File: config.mk
export PLATFORM = sky130hd
export DESIGN_NAME = uart_rx_deserializer
export DESIGN_NICKNAME = d
export VERILOG_FILES = /design/src/rtl/uart_rx_deserializer.sv
export SDC_FILE = /design/constraint.sdc
export NUM_CORES = 1
export LEC_CHECK = 0
export BUFFER_PORTS_ARGS = -buffer_cell sky130_fd_sc_hd__buf_2
export CAP_MARGIN = 20
export CORE_ASPECT_RATIO = 0.9
export CORE_MARGIN = 10
export CORE_UTILIZATION = 49
export CTS_BUF_LIST = sky130_fd_sc_hd__clkbuf_4 sky130_fd_sc_hd__clkbuf_8
export CTS_CLUSTER_DIAMETER = 150
export DETAILED_ROUTE_END_ITERATION = 7
export PLACE_DENSITY_LB_ADDON = 0.08
export REMOVE_ABC_BUFFERS = 1
export SYNTH_ARGS = -nofsm -noshare
export SYNTH_HDL_FRONTEND = slang
export SYNTH_SLANG_ARGS = --single-unit
File: constraint.sdc
create_clock -name clk -period 2.36 [get_ports clk]
set_input_delay 0.236 -clock clk [delete_from_list [all_inputs] [get_ports clk]]
set_output_delay 0.236 -clock clk [all_outputs]
set_load 0.01 [all_outputs]
File: src/rtl/uart_rx_deserializer.sv
// UART receiver: oversampled start/data/parity/stop recovery with 3-sample vote.
// Ports: clk, rst (async low), RX_IN, PAR_EN, PAR_TYP, Prescale -> P_DATA, data_valid, par_err, stp_err.
module uart_rx_deserializer #(
    parameter int DATA_WIDTH = 8,
    parameter int PRESCALE_W = 6
) (
    input  logic                  clk,
    input  logic                  rst,
    input  logic                  RX_IN,
    input  logic                  PAR_EN,
    input  logic                  PAR_TYP,
    input  logic [PRESCALE_W-1:0] Prescale,
    output logic [DATA_WIDTH-1:0] P_DATA,
    output logic                  data_valid,
    output logic                  par_err,
    output logic                  stp_err
);

    localparam int BW = (DATA_WIDTH > 1) ? $clog2(DATA_WIDTH) : 1;
    localparam logic [BW-1:0] LAST_BIT = BW'(DATA_WIDTH - 1);

    typedef enum logic [2:0] {
        IDLE,
        START,
        DATA,
        PARITY,
        STOP,
        DONE
    } state_t;

    state_t state, state_d;

    logic [PRESCALE_W-1:0] edge_cnt;
    logic [PRESCALE_W-1:0] presc_l;
    logic [PRESCALE_W-1:0] half;
    logic [PRESCALE_W-1:0] p_last;
    logic [PRESCALE_W-1:0] s0_pt;
    logic [PRESCALE_W-1:0] s2_pt;
    logic [PRESCALE_W-1:0] vote_pt;
    logic [BW-1:0]         bit_cnt;
    logic                  par_en_l;
    logic                  par_typ_l;
    logic [2:0]            smp;
    logic                  vote;
    logic [DATA_WIDTH-1:0] shreg;
    logic                  par_flag;
    logic                  start_det;
    logic                  bit_end;
    logic                  dv_d;
    logic                  pe_d;
    logic                  se_d;

    // Sample points around the bit centre, derived from the latched prescale
    assign half    = presc_l >> 1;
    assign p_last  = presc_l - PRESCALE_W'(1);
    assign s0_pt   = half - PRESCALE_W'(1);
    assign s2_pt   = half + PRESCALE_W'(1);
    assign vote_pt = half + PRESCALE_W'(2);

    assign vote = (smp[0] & smp[1]) | (smp[0] & smp[2]) | (smp[1] & smp[2]);

    // DONE doubles as an idle cycle so back-to-back frames lose no clock
    assign start_det = ((state == IDLE) || (state == DONE)) && !RX_IN;
    assign bit_end   = (edge_cnt == p_last);

    always_ff @(posedge clk or negedge rst) begin
        if (!rst) begin
            state <= IDLE;
        end else begin
            state <= state_d;
        end
    end

    always_comb begin
        state_d = state;
        dv_d    = 1'b0;
        pe_d    = 1'b0;
        se_d    = 1'b0;
        unique case (state)
            IDLE: begin
                if (!RX_IN) state_d = START;
            end
            START: begin
                if ((edge_cnt == vote_pt) && vote) begin
                    state_d = IDLE;
                end else if (bit_end) begin
                    state_d = DATA;
                end
            end
            DATA: begin
                if (bit_end && (bit_cnt == LAST_BIT)) begin
                    state_d = par_en_l ? PARITY : STOP;
                end
            end
            PARITY: begin
                if (bit_end) state_d = STOP;
            end
            STOP: begin
                // Flags are computed here so the registered outputs
                // become visible during the DONE cycle itself
                if (bit_end) begin
                    state_d = DONE;
                    pe_d    = par_flag;
                    se_d    = !vote;
                    dv_d    = !par_flag && vote;
                end
            end
            DONE: begin
                state_d = RX_IN ? IDLE : START;
            end
            default: state_d = IDLE;
        endcase
    end

    always_ff @(posedge clk or negedge rst) begin
        if (!rst) begin
            edge_cnt  <= '0;
            presc_l   <= '0;
            bit_cnt   <= '0;
            par_en_l  <= 1'b0;
            par_typ_l <= 1'b0;
            smp       <= '0;
            shreg     <= '0;
            par_flag  <= 1'b0;
        end else begin
            // Start-detect cycle is edge 0, so counting resumes at 1
            if (start_det) begin
                edge_cnt  <= PRESCALE_W'(1);
                bit_cnt   <= '0;
                presc_l   <= Prescale;
                par_en_l  <= PAR_EN;
                par_typ_l <= PAR_TYP;
                par_flag  <= 1'b0;
            end else if ((state == IDLE) || (state == DONE)) begin
                edge_cnt <= '0;
            end else if (bit_end) begin
                edge_cnt <= '0;
            end else begin
                edge_cnt <= edge_cnt + PRESCALE_W'(1);
            end

            if (edge_cnt == s0_pt) smp[0] <= RX_IN;
            if (edge_cnt == half)  smp[1] <= RX_IN;
            if (edge_cnt == s2_pt) smp[2] <= RX_IN;

            if ((state == DATA) && bit_end) begin
                shreg   <= {vote, shreg[DATA_WIDTH-1:1]};
                bit_cnt <= bit_cnt + BW'(1);
            end

            if ((state == PARITY) && bit_end) begin
                par_flag <= par_typ_l ? ((^shreg) == vote)
                                      : ((^shreg) != vote);
            end
        end
    end

    always_ff @(posedge clk or negedge rst) begin
        if (!rst) begin
            P_DATA     <= '0;
            data_valid <= 1'b0;
            par_err    <= 1'b0;
            stp_err    <= 1'b0;
        end else begin
            data_valid <= dv_d;
            par_err    <= pe_d;
            stp_err    <= se_d;
            if (dv_d) P_DATA <= shreg;
        end
    end

endmodule

# Word-level counts from Yosys, hierarchy flattened

Cells that the tools add are included.

Register bits after elaboration: 43
Word-level logic and storage cells: 82
Input port bits: 11
Output and inout port bits: 11

Bitwise operators: 5
Muxes and demuxes: 23
Reduce and logical (&&, ||, !) cells: 15
Add/sub/neg operators: 6
Equal/unequal tests: 18

Operators by type and width:

| operator              | number |
|---|---|
| $mux W3               | 9 |
| $eq A6 B6 Y1          | 4 |
| $mux W6               | 3 |
| $pmux W3 S6           | 1 |
| $mux W1               | 10 |
| $eq A3 B3 Y1 const B  | 3 |
| $ne A2 B2 Y1 const B  | 4 |
| $reduce_xor A8 Y1     | 1 |
| $add A5 B1 Y6 const B | 1 |
| $add A5 B2 Y6 const B | 1 |
| $add A6 B1 Y6 const B | 1 |
| $eq A3 B2 Y1 const B  | 2 |
| $eq A6 B5 Y1          | 1 |
| $logic_and A1 B1 Y1   | 6 |
| $sub A5 B1 Y6 const B | 1 |
| $sub A6 B1 Y6 const B | 1 |
| $reduce_and A5 Y1     | 1 |
| $reduce_bool A2 Y1    | 2 |
| $add A3 B1 Y3 const B | 1 |
| $and A1 B1 Y1         | 3 |
| $eq A3 B1 Y1 const B  | 1 |
| $logic_not A1 Y1      | 3 |
| $logic_not A3 Y1      | 1 |
| $ne A3 B3 Y1 const B  | 1 |
| 4 further kinds       | 5 |

# Depth between registers and ports, before layout

Gate-level depths: netlist of the first run.

Word-level depth: 6
Mapped depth: 9
Mapped depth without buffers: 7

# Worst setup path before layout of the first run

No wires, ideal clock.

Path type: flip-flop to flip-flop
From: reg presc_l[2]
To: reg shreg[1]
Buffers on the path: 1
Clock period less this slack: 2.551 ns
Cell stages (with the launch flop): 9
Arrival time: 2.426 ns
Data required time: 2.235 ns
Setup slack: -0.191 ns
Cells stage by stage: dfrtp_1 -> inv_1 -> ha_1 -> a21bo_2 -> xnor2_1 -> nand3_1 -> or4b_4 -> buf_6 -> mux2_4

Longest elaborated chain between the ends: 3

RTL lines:

| what                     | RTL line | source |
|---|---|---|
| start: declaration       | 34       | `logic [PRESCALE_W-1:0] presc_l;` |
| start signal: assignment | 130      | `presc_l <= Prescale;` |
| $sub A6 B1 Y6            | 55       | `assign p_last = presc_l - PRESCALE_W'(1);` |
| $eq A6 B6 Y1             | 64       | `assign bit_end = (edge_cnt == p_last);` |
| $logic_and A1 B1 Y1      | 146      | `if ((state == DATA) && bit_end) begin` |
| end signal: assignment   | 147      | `shreg <= {vote, shreg[DATA_WIDTH-1:1]};` |
| end: declaration         | 45       | `logic [DATA_WIDTH-1:0] shreg;` |

No other way between the ends.
A chain may end at the register's enable or synchronous reset.

# Worst setup path after layout of the first run

From: reg presc_l[1]
To: reg shreg[2]

Same word-level chain as after synthesis.

==> results_dict.tcl, run 1 <==
set metrics [dict create \
    cp_num_cells 8 \
    clk_pin_slew_ns 0.08 \
    path_buf_inv 2 \
    slew_violations 0 \
    fin_crit_ns 2.382 \
    syn-cell-area_sq_um 2569 \
    synthArstFlopShare_pct 100.0 \
    synth-edff-count 0 \
    crit_type "register to register" \
    core_area_sq_um 4955 \
    comb_power_share_pct 56.2 \
    cts_hold_buffers 0 \
    antenna_found_initial 0 \
    cts_buffers 5 \
    slowest_stage "or4b_4" \
    grt_pass1_vias 1762 \
    min_path_type "input port to asynchronous set/reset pin" \
    worst_slew_pin_slew_ns 0.6314 \
    clockBufferDepth 2 \
    p_sw_share_pct 40.98 \
    rows 24 \
    netlist_instances 243 \
    area_growth_pct 17.93 \
    stdcell_count 349 \
    critPathLaunchType "register" \
    critPathArrivalTime_ns 2.56 \
    worstRegToRegCells 8 \
    io_pins 22 \
    grt_start_max_net_pins 44 \
    die_y_microns 88.69 \
    violations "negative hold slack, negative setup slack" \
    end_kind "register" \
    nFillCells 437 \
    slowest_delay_ns 0.56 \
    first_pass_iters 4 \
    port-buffer-count 21 \
    placed_cell_area_sq_um 2833 \
    first_iter_violations 134 \
    whs_ns -0.006272 \
    nNetsFinal 304 \
    gp_congestion 0.8863 \
    tns_ns -0.05136 \
    ys_types 52 \
    route.vias.total 1855 \
    critical-path-top-delay-family "simple AND/OR/NAND/NOR gates" \
    die_area_sq_um 8543 \
    fmax_mhz 419.8 \
    ys_ff_latch 43 \
    grt_overflow 0 \
    seq_area_frac_synth_pct 41.89 \
    cellInternalPower_mw 2.223 \
    wire_per_inst_microns 15.97 \
    root_buffer "clkbuf_8" \
    yosys.area.top_type "dfrtp_1" \
    finalCritPeriodShare_pct 100.9 \
    die_w_microns 96.32 \
    cts_tree "built" \
    start_util_pct 51.84 \
    drt_wl_total_microns 5573 \
    synth_top_area_share_pct 41.89 \
    yosysWarnings 0 \
    skew_ns 0.006760 \
    final.setup.worst_slack_ns -0.02212 \
    htreeDepth 2 \
    peakVddDrop_mv 0.6598 \
    path_max_fanout 5 \
    power_density_nw_per_um2 1243 \
    worstSkewPairLatency_ns 0.30 \
    hold_viol 5 \
    diodes 0 \
    synth_ff_type "dfrtp_1" \
    cap_violations 0 \
    setup_viol 4 \
    rsz0062_at_grt "true" \
    synth_area_leaders "dfrtp_1 (42%), xnor2_1 (6.1%), mux2_2 (5.3%)" \
    dp.cells 336 \
    track_usage_pct 13.61 \
    relSlewSlack_pct 56.82 \
    worstPathCellList "inv_2, ha_4, a21bo_4, xnor2_1, nand3_1, buf_4, or4b_4, mux2_4" \
    seqPwrFrac_pct 28.0 \
    grt_pass1_wl_microns 9101 \
    hpwl_microns 3966 \
    clkSinkCount 43 \
    viasPerCell 5.315 \
    drc 0 \
    switchingPower_mw 1.543 \
    cp.required_ns 2.54 \
    clockPowerShare_pct 15.8 \
    p_leak_nw 1.442 \
    drive_above_1_share_pct 31.69 \
    syn-mean-instance-area_sq_um 10.57 \
    outcome "complete, but fails checks" \
    ant_nets 0 \
    design_area_sq_um 3029 \
]
==> cells by family after synthesis <==
kind of cell               count (synthesis)  share of synthesized area, %
and+or+nand+nor                           83                         17.10
DFF                                       43                         41.89
xor gates and xnor gates                  30                         10.52
AOI/OAI and AO/OA                         29                         8.769
muxes                                     24                         11.79
buffers and inverters                     22                         4.286
adders and majority gates                 12                         5.650
==> registers in the layout (all words and copies together) (netlist names) <==
signal      flops
presc_l         6
P_DATA          8
par_flag        1
edge_cnt        6
par_err         1
smp             3
bit_cnt         3
par_en_l        1
stp_err         1
state           3
shreg           8
data_valid      1
par_typ_l       1
==> worst paths after layout <==
kind | start | end | slack (ns)
max in group asynchronous | rst | shreg[2]$_DFFE_PN0P_ | 1.99
min in group clk | Prescale[4] | presc_l[4]$_DFFE_PN0P_ | 0.13
worst max-delay path | presc_l[1]$_DFFE_PN0P_ | shreg[2]$_DFFE_PN0P_ | -0.02
worst max register to register | presc_l[1]$_DFFE_PN0P_ | shreg[2]$_DFFE_PN0P_ | -0.02
worst min-delay path | rst | edge_cnt[5]$_DFF_PN0_ | -0.006
worst min register to register | bit_cnt[0]$_DFFE_PN0P_ | bit_cnt[0]$_DFFE_PN0P_ | 0.49
==> power by group through the flow <==
stage,clock (mW),combinational (mW),sequential (mW)
3_3_place_gp,0,1.88,1.06
2_1_floorplan,0,1.22,1.13
3_5_place_dp,0,1.89,1.06
6_report,0.595,2.12,1.06
5_1_grt,0.645,2.35,1.08
4_1_cts,0.608,1.90,1.05
==> synthesized netlist by cell type, types with 7 or more instances <==
| master | count |
|---|---|
| dfrtp_1 | 43 |
| nand2_1 | 28 |
| xnor2_1 | 18 |
| nor2_1 | 14 |
| mux2_2 | 12 |
| xor2_1 | 11 |
| ha_1 | 10 |
| nor3_1 | 10 |
| inv_1 | 8 |
| nand3_1 | 8 |
| mux2_4 | 7 |
| o21ai_0 | 7 |
==> layer usage <==
| metal | GRT usage, % | share of wire (%) | vias up | routed length [microns] |
|---|---|---|---|---|
| met1 | 21.56 | 54 | 890 | 3021 |
| met5 | 0 | 0 | - | 0 |
| met2 | 17.29 | 40 | 31 | 2211 |
| met4 | 4.354 | 1.8 | 0 | 100 |
| met3 | 3.048 | 4.3 | 11 | 239 |
| li1 | - | - | 923 | - |
==> cell usage in the layout (no fill, tap or decap), drive strengths merged, types with 2 or more instances in the layout <==
cell type and instances:
a21o 2, a21oi 4, buf 46, clkbuf 6, dfrtp 43, ha 10
inv 8, maj3 2, mux2 19, mux2i 4, nand2 28, nand2b 4
nand3 8, nor2 14, nor2b 3, nor3 10, nor3b 2, nor4 2
o2111ai 2, o211ai 2, o21ai 7, o31a 2, or2 2, or3 3
or4b 2, xnor2 19, xor2 11
==> worst register-to-register path, delay by kind of cell, from the launching register on <==
| family | cells | cell delay (ns) |
|---|---|---|
| simple gates | 2 | 0.73 |
| flops | 1 | 0.39 |
| mux | 1 | 0.33 |
| buf+inv | 2 | 0.29 |
| compound gates | 1 | 0.24 |
| xor+xnor | 1 | 0.16 |
| fa+ha+maj | 1 | 0.15 |
==> final cells by class <==
type                            count  area (sq um)  area share, %
Multi-Input combinational cell    179          1420          46.88
Sequential cell                    43          1076          35.52
Timing Repair Buffer               46         304.0          10.04
Clock buffer                        6         82.58          2.726
Tap cell                           65         81.33          2.685
Clock inverter                      2         35.03          1.157
Inverter                            8         30.03         0.9913
==> stage by stage <==
step,utilization (%),power (mW),setup slack (ns)
4_1_cts,59.55,3.560,0.01712
3_3_place_gp,57.17,2.941,0.03616
5_1_grt,61.14,4.080,-0.1211
2_1_floorplan,-,2.351,-0.1708
3_5_place_dp,57.17,2.948,-0.01960
6_report,61.14,3.766,-0.02212
==> repair_timing <==
| item | 4_1_cts | 5_1_grt |
|---|---|---|
| setup buffers | 0 | 4 |
| resized for setup | 1 | 10 |
| gates cloned | 0 | 1 |
| endpoints found under the setup margin | 11 | 23 |
| pin swaps | 0 | 4 |
No activity file was read; power rests on OpenSTA's default activity.
==> run 2: changes to the inputs <==
BUFFER_PORTS_ARGS = -buffer_cell sky130_fd_sc_hd__clkbuf_2   (was -buffer_cell sky130_fd_sc_hd__buf_2)
GPL_ROUTABILITY_DRIVEN = 1   (was unset)
SETUP_SLACK_MARGIN = 0.15   (was unset)
==> run 2 against run 1 <==
Net effect:
- the flow finishes with violations (negative hold slack)
- clock skew about the same
- core utilization up 0.33 points
- register-to-register slack gained 0.098 ns
- cell area increased by 0.54%
- critical path depth shrank 1
- sequential power about the same
- combinational power about the same
- sequential cell count stayed put
- critical path type unchanged
- critical endpoint unchanged
- largest cell class unchanged
==> results_dict.tcl, run 2 (synthesis results as in run 1) <==
set metrics [dict create \
    outcome "complete, but fails checks" \
    violations "negative hold slack" \
    top_regs "P_DATA (8), shreg (8)" \
    layout_common_cells "dfrtp_1 (43), nand2_1 (28), clkbuf_2 (21)" \
    drive_above_1_share_pct 33.92 \
    gp_congestion 0.8818 \
    nNetsFinal 303 \
    first_pass_iters 4 \
    nFillCells 428 \
    skew_ns 0.006892 \
    timing.rr.start "presc_l[1]$_DFFE_PN0P_" \
    diodes 0 \
    grt_overflow 0 \
    reg2reg_to "shreg[2]$_DFFE_PN0P_" \
    slew_violations 0 \
    peakVddDrop_mv 0.5652 \
    endpoint "shreg[2]$_DFFE_PN0P_" \
    drt_wl_total_microns 5614 \
    end_kind "register" \
    fin_crit_ns 2.284 \
    port-buffer-count 21 \
    fmax_mhz 437.9 \
    rows 24 \
    clkSinkCount 43 \
    area_growth_pct 18.56 \
    core_area_sq_um 4955 \
    cp.required_ns 2.54 \
    clk_pin_slew_ns 0.08 \
    slowest_stage "or4b_4" \
    die_w_microns 96.32 \
    min_path_type "input port to asynchronous set/reset pin" \
    postLayoutCoreUtil_pct 61.46 \
    critPathArrivalTime_ns 2.46 \
    cts_hold_buffers 0 \
    first_iter_violations 102 \
    antenna_found_initial 0 \
    hpwl_microns 4073 \
    cts_tree "built" \
    start_util_pct 51.84 \
    wire_per_inst_microns 16.13 \
    design_area_sq_um 3045 \
    cap_violations 0 \
    grt_start_max_net_pins 30 \
    path_max_fanout 5 \
    worstRegToRegCells 7 \
    critPathLaunchType "register" \
    grt_pass1_vias 1685 \
    setup_viol 0 \
    slowest_delay_ns 0.60 \
    rsz0062_at_grt "true" \
    grt_pass1_wl_microns 8956 \
    relSlewSlack_pct 49.29 \
    root_buffer "clkbuf_8" \
    io_pins 22 \
    rrSetupSlack_ns 0.08 \
    track_usage_pct 13.41 \
    startpoint "presc_l[1]$_DFFE_PN0P_" \
    whs_ns -0.01003 \
    htreeDepth 2 \
    worst_slew_pin_slew_ns 0.7414 \
    worstPathCellList "inv_2, ha_4, a21bo_4, nor4_4, o2111ai_4, or4b_4, mux2_4" \
    crit_type "register to register" \
    die_area_sq_um 8543 \
    layout_commonest_cell "dfrtp_1" \
    power_density_nw_per_um2 1212 \
    worstSkewPairLatency_ns 0.30 \
    p_leak_nw 1.426 \
    die_y_microns 88.69 \
    drc 0 \
    finalCritPeriodShare_pct 96.77 \
    hold_viol 8 \
    route.vias.total 1846 \
    clockBufferDepth 2 \
    cts_buffers 5 \
    placed_cell_area_sq_um 2833 \
    viasPerCell 5.305 \
    ant_nets 0 \
]
run 2: worst min path at each step:
| stage | from | end | slack, ns | cells after the start |
|---|---|---|---|---|
| after global routing | rst | smp[0]$_DFFE_PN0N_ | 0.04 | 1 |
| after CTS | rst | smp[2]$_DFFE_PN0N_ | 0.009 | 1 |
| final | rst | smp[2]$_DFFE_PN0N_ | -0.01 | 1 |
| after detailed placement | rst | smp[2]$_DFFE_PN0N_ | 0.33 | 1 |
| after floorplan | rst | P_DATA[0]$_DFFE_PN0P_ | -0.06 | 0 |
| after global placement | rst | smp[0]$_DFFE_PN0N_ | 0.33 | 1 |
run 2: power breakdown:
group	switching [mW]	leakage, nW	total (mW)	internal (mW)
Clock	0.250	0.0446	0.468	0.218
Sequential	0.174	0.572	1.07	0.896
Combinational	1.17	0.809	2.15	0.982
run 2: layout make-up:
cell class	count	area [sq um]	area share, %
clock buffer	6	76.32	2.506
clock inverter	2	12.51	0.4108
inverter	8	30.03	0.9860
multi-input combinational	179	1469	48.23
sequential	43	1076	35.33
tap	65	81.33	2.671
timing repair buffer	45	300.3	9.860
run 2: routing by layer:
| layer | global-route usage, % | wire [microns] | part of all wire, % | vias to the layer above |
|---|---|---|---|---|
| li1 | - | - | - | 922 |
| met1 | 20.61 | 2975 | 53 | 876 |
| met2 | 18.02 | 2310 | 41 | 43 |
| met3 | 3.641 | 292 | 5.2 | 5 |
| met4 | 2.770 | 36 | 0.64 | 0 |
| met5 | 0 | 0 | 0 | - |
run 2: critical path: cells and delay by family (launching register included):
family	cells	cell delay (ns)
AOI/OAI and AO/OA	2	0.43
adders and majority gates	1	0.14
buffers and inverters	1	0.11
DFF	1	0.39
muxes	1	0.32
and+or+nand+nor	2	0.78
run 2: repair_timing:
| action | CTS | global route |
|---|---|---|
| setup buffers | 3 | 0 |
| gates resized for setup | 12 | 11 |
| pin swaps | 5 | 3 |
| hold endpoints to repair | 0 | 0 |
| gates cloned | 1 | 0 |
| endpoints found under the setup margin | 19 | 32 |
run 2: through the flow:
step,setup TNS [ns],cells,total power [mW],hold WS (ns),worst slack (ns)
after global routing,-0.002090,348,3.947,0.03601,-0.002090
after detailed placement,0,336,2.932,0.3320,0.02056
after floorplan,-1.803,229,2.351,-0.05959,-0.1708
final,0,348,3.692,-0.01003,0.07623
after global placement,0,336,2.931,0.3321,0.05478
after CTS,0,348,3.564,0.008847,0.06190
==> run 3: changes to the inputs <==
ABC_AREA = 1   (was unset)
==> run 3 against run 2 <==
Net effect:
- the run now ends clean
- die area up 2.1%
- area after synthesis up 2.6%
- register-to-register slack better by 0.27 ns
- routed wire length down 5.3%
- global-route usage down 0.45 points
- combinational power down 31%
- clock-buffer cell count unchanged
- critical path type unchanged
- critical endpoint is now shreg[3]$_DFFE_PN0P_
==> results_dict.tcl, run 3 <==
set metrics [dict create \
    outcome "finished clean" \
    peakVddDrop_mv 0.6116 \
    multi_input_area_sq_um 1321 \
    cp.required_ns 2.54 \
    finalCritPeriodShare_pct 85.24 \
    start_util_pct 50.47 \
    holdPathStages 2 \
    drive_above_1_share_pct 17.58 \
    die_y_microns 89.59 \
    first_iter_violations 141 \
    hold_viol 0 \
    clockPowerShare_pct 15.8 \
    path_max_fanout 20 \
    viasPerCell 4.826 \
    crit_type "register to register" \
    comb_power_share_pct 48.9 \
    ant_nets 0 \
    cts_buffers 5 \
    cellInternalPower_mw 1.686 \
    diodes 0 \
    place_ws_ns 0.1852 \
    clk_pin_slew_ns 0.08 \
    gp_congestion 0.8288 \
    syn-cell-area_sq_um 2636 \
    post_cts_buffers 0 \
    critPathLaunchType "register" \
    skew_ns 0.003719 \
    port-buffer-count 21 \
    fmax_mhz 497.1 \
    die_area_sq_um 8718 \
    cts_tree "built" \
    worst_slew_pin_slew_ns 0.3993 \
    synthArstFlopShare_pct 100.0 \
    fin_crit_ns 2.012 \
    first_pass_iters 4 \
    final.setup.worst_slack_ns 0.3483 \
    p_total_mw 3.039 \
    ys_types 34 \
    postLayoutCoreUtil_pct 55.47 \
    nNetsFinal 385 \
    grt_overflow 0 \
    htreeDepth 2 \
    layout_common_cells "nand2_1 (94), dfrtp_1 (43), inv_1 (40)" \
    synth_area_leaders "dfrtp_1 (41%), nand2_1 (13%), inv_1 (5.7%)" \
    synth-edff-count 0 \
    die_w_microns 97.32 \
    netlist_instances 338 \
    power_density_nw_per_um2 1049 \
    layout_commonest_cell "nand2_1" \
    synth_top_area_share_pct 40.82 \
    setup_viol 0 \
    tns_ns 0 \
    ff_latch_area_sq_um 1076 \
    synth.cells.most_frequent "nand2_1 (94), dfrtp_1 (43), inv_1 (40)" \
    drt_wl_total_microns 5318 \
    switchingPower_mw 1.353 \
    slew_violations 0 \
    nFillCells 506 \
    yosysMostFrequentCell "nand2_1" \
    wire_per_inst_microns 12.34 \
    ys_ff_latch 43 \
    p_sw_share_pct 44.51 \
    io_pins 22 \
    p_leak_nw 1.540 \
    yosys.area.top_type "dfrtp_1" \
    syn-mean-instance-area_sq_um 7.800 \
    cap_violations 0 \
    critPathArrivalTime_ns 2.20 \
    core_area_sq_um 5224 \
    grt_start_max_net_pins 22 \
    hpwl_microns 4166 \
    seq_area_frac_synth_pct 40.82 \
    drc 0 \
    track_usage_pct 12.96 \
    worstRegToRegCells 11 \
    grt_pass1_wl_microns 9370 \
    worstSkewPairLatency_ns 0.29 \
    rows 25 \
    grt_pass1_vias 2053 \
    clockBufferDepth 2 \
    seqPwrFrac_pct 35.4 \
    end_kind "register" \
    top_regs "P_DATA (8), shreg (8)" \
    synth_ff_type "dfrtp_1" \
    root_buffer "clkbuf_8" \
    area_growth_pct 9.919 \
    antenna_found_initial 0 \
    clkSinkCount 43 \
    rsz0062_at_grt "false" \
    yosysWarnings 0 \
    min_path_type "input port to register" \
    relSlewSlack_pct 73.38 \
    route.vias.total 2080 \
]
==> run 3: power groups by stage <==
stage                     logic [mW]  registers [mW]  clock network, mW
final                           1.48            1.08              0.479
after global routing            1.73            1.11              0.532
after CTS                       1.49            1.08              0.496
after detailed placement        1.48            1.09                  0
after global placement          1.47            1.08                  0
after floorplan                 1.15            1.06                  0
==> run 3: repair_timing <==
action                     CTS  global route
setup endpoints to repair    0            11
hold buffers                 1             0
hold endpoints to repair     6             0
resized for setup            0             1
==> run 3: routing by layer <==
metal,vias to the layer above,wire length (microns),track usage [%],part of all wire (%)
met1,934,2760,17.47,52
li1,1104,-,-,-
met5,-,0,0,0
met4,0,42,3.958,0.79
met2,38,2277,20.08,43
met3,4,237,3.290,4.5
==> run 3: cell families (layout without fill, tap and decap cells) <==
logic type / count (synthesis) / count (layout) / share of synthesized area (%)
and+or+nand+nor: 172 / 172 / 27.86
buffers and inverters: 53 / 79 / 9.255
DFF: 43 / 43 / 40.82
AOI/OAI and AO/OA: 40 / 40 / 10.20
xor gates and xnor gates: 18 / 18 / 6.265
adders and majority gates: 10 / 10 / 4.746
muxes: 2 / 2 / 0.8542
==> run 3: area by class of cell <==
class,count,area share [%]
tap,67,2.893
clock inverter,1,0.1727
clock buffer,6,2.850
sequential,43,37.13
timing repair buffer,27,5.268
inverter,45,6.088
multi-input combinational,242,45.60
==> run 3: worst paths after layout <==
path | from | to | slack (ns)
setup / recovery | presc_l[1]$_DFFE_PN0P_ | shreg[3]$_DFFE_PN0P_ | 0.35
hold / removal | PAR_EN | par_en_l$_DFFE_PN0P_ | 0.15
setup reg to reg | presc_l[1]$_DFFE_PN0P_ | shreg[3]$_DFFE_PN0P_ | 0.35
hold reg to reg | P_DATA[5]$_DFFE_PN0P_ | P_DATA[5]$_DFFE_PN0P_ | 0.48
max in group asynchronous | rst | P_DATA[3]$_DFFE_PN0P_ | 1.53
min in group asynchronous | rst | data_valid$_DFF_PN0_ | 0.31
==> run 3: critical path: stages, from the launching register on <==
cell and delay [ns]:
dfrtp_1 0.42, inv_1 0.19, ha_1 0.28, xnor2_1 0.13
nor2_2 0.10, nand3_2 0.09, nor2_4 0.15, nand2_4 0.10
inv_4 0.09, nand2_4 0.16, nand2_1 0.13, o21ai_2 0.06
==> run 3: stage by stage <==
step	hold WS (ns)	instance area, sq um	std cells
floorplan	-0.05959	2569	330
global placement	0.09167	2795	423
detailed placement	0.09361	2795	423
CTS	0.1466	2893	431
global route	0.1406	2898	431
finish	0.1496	2898	431
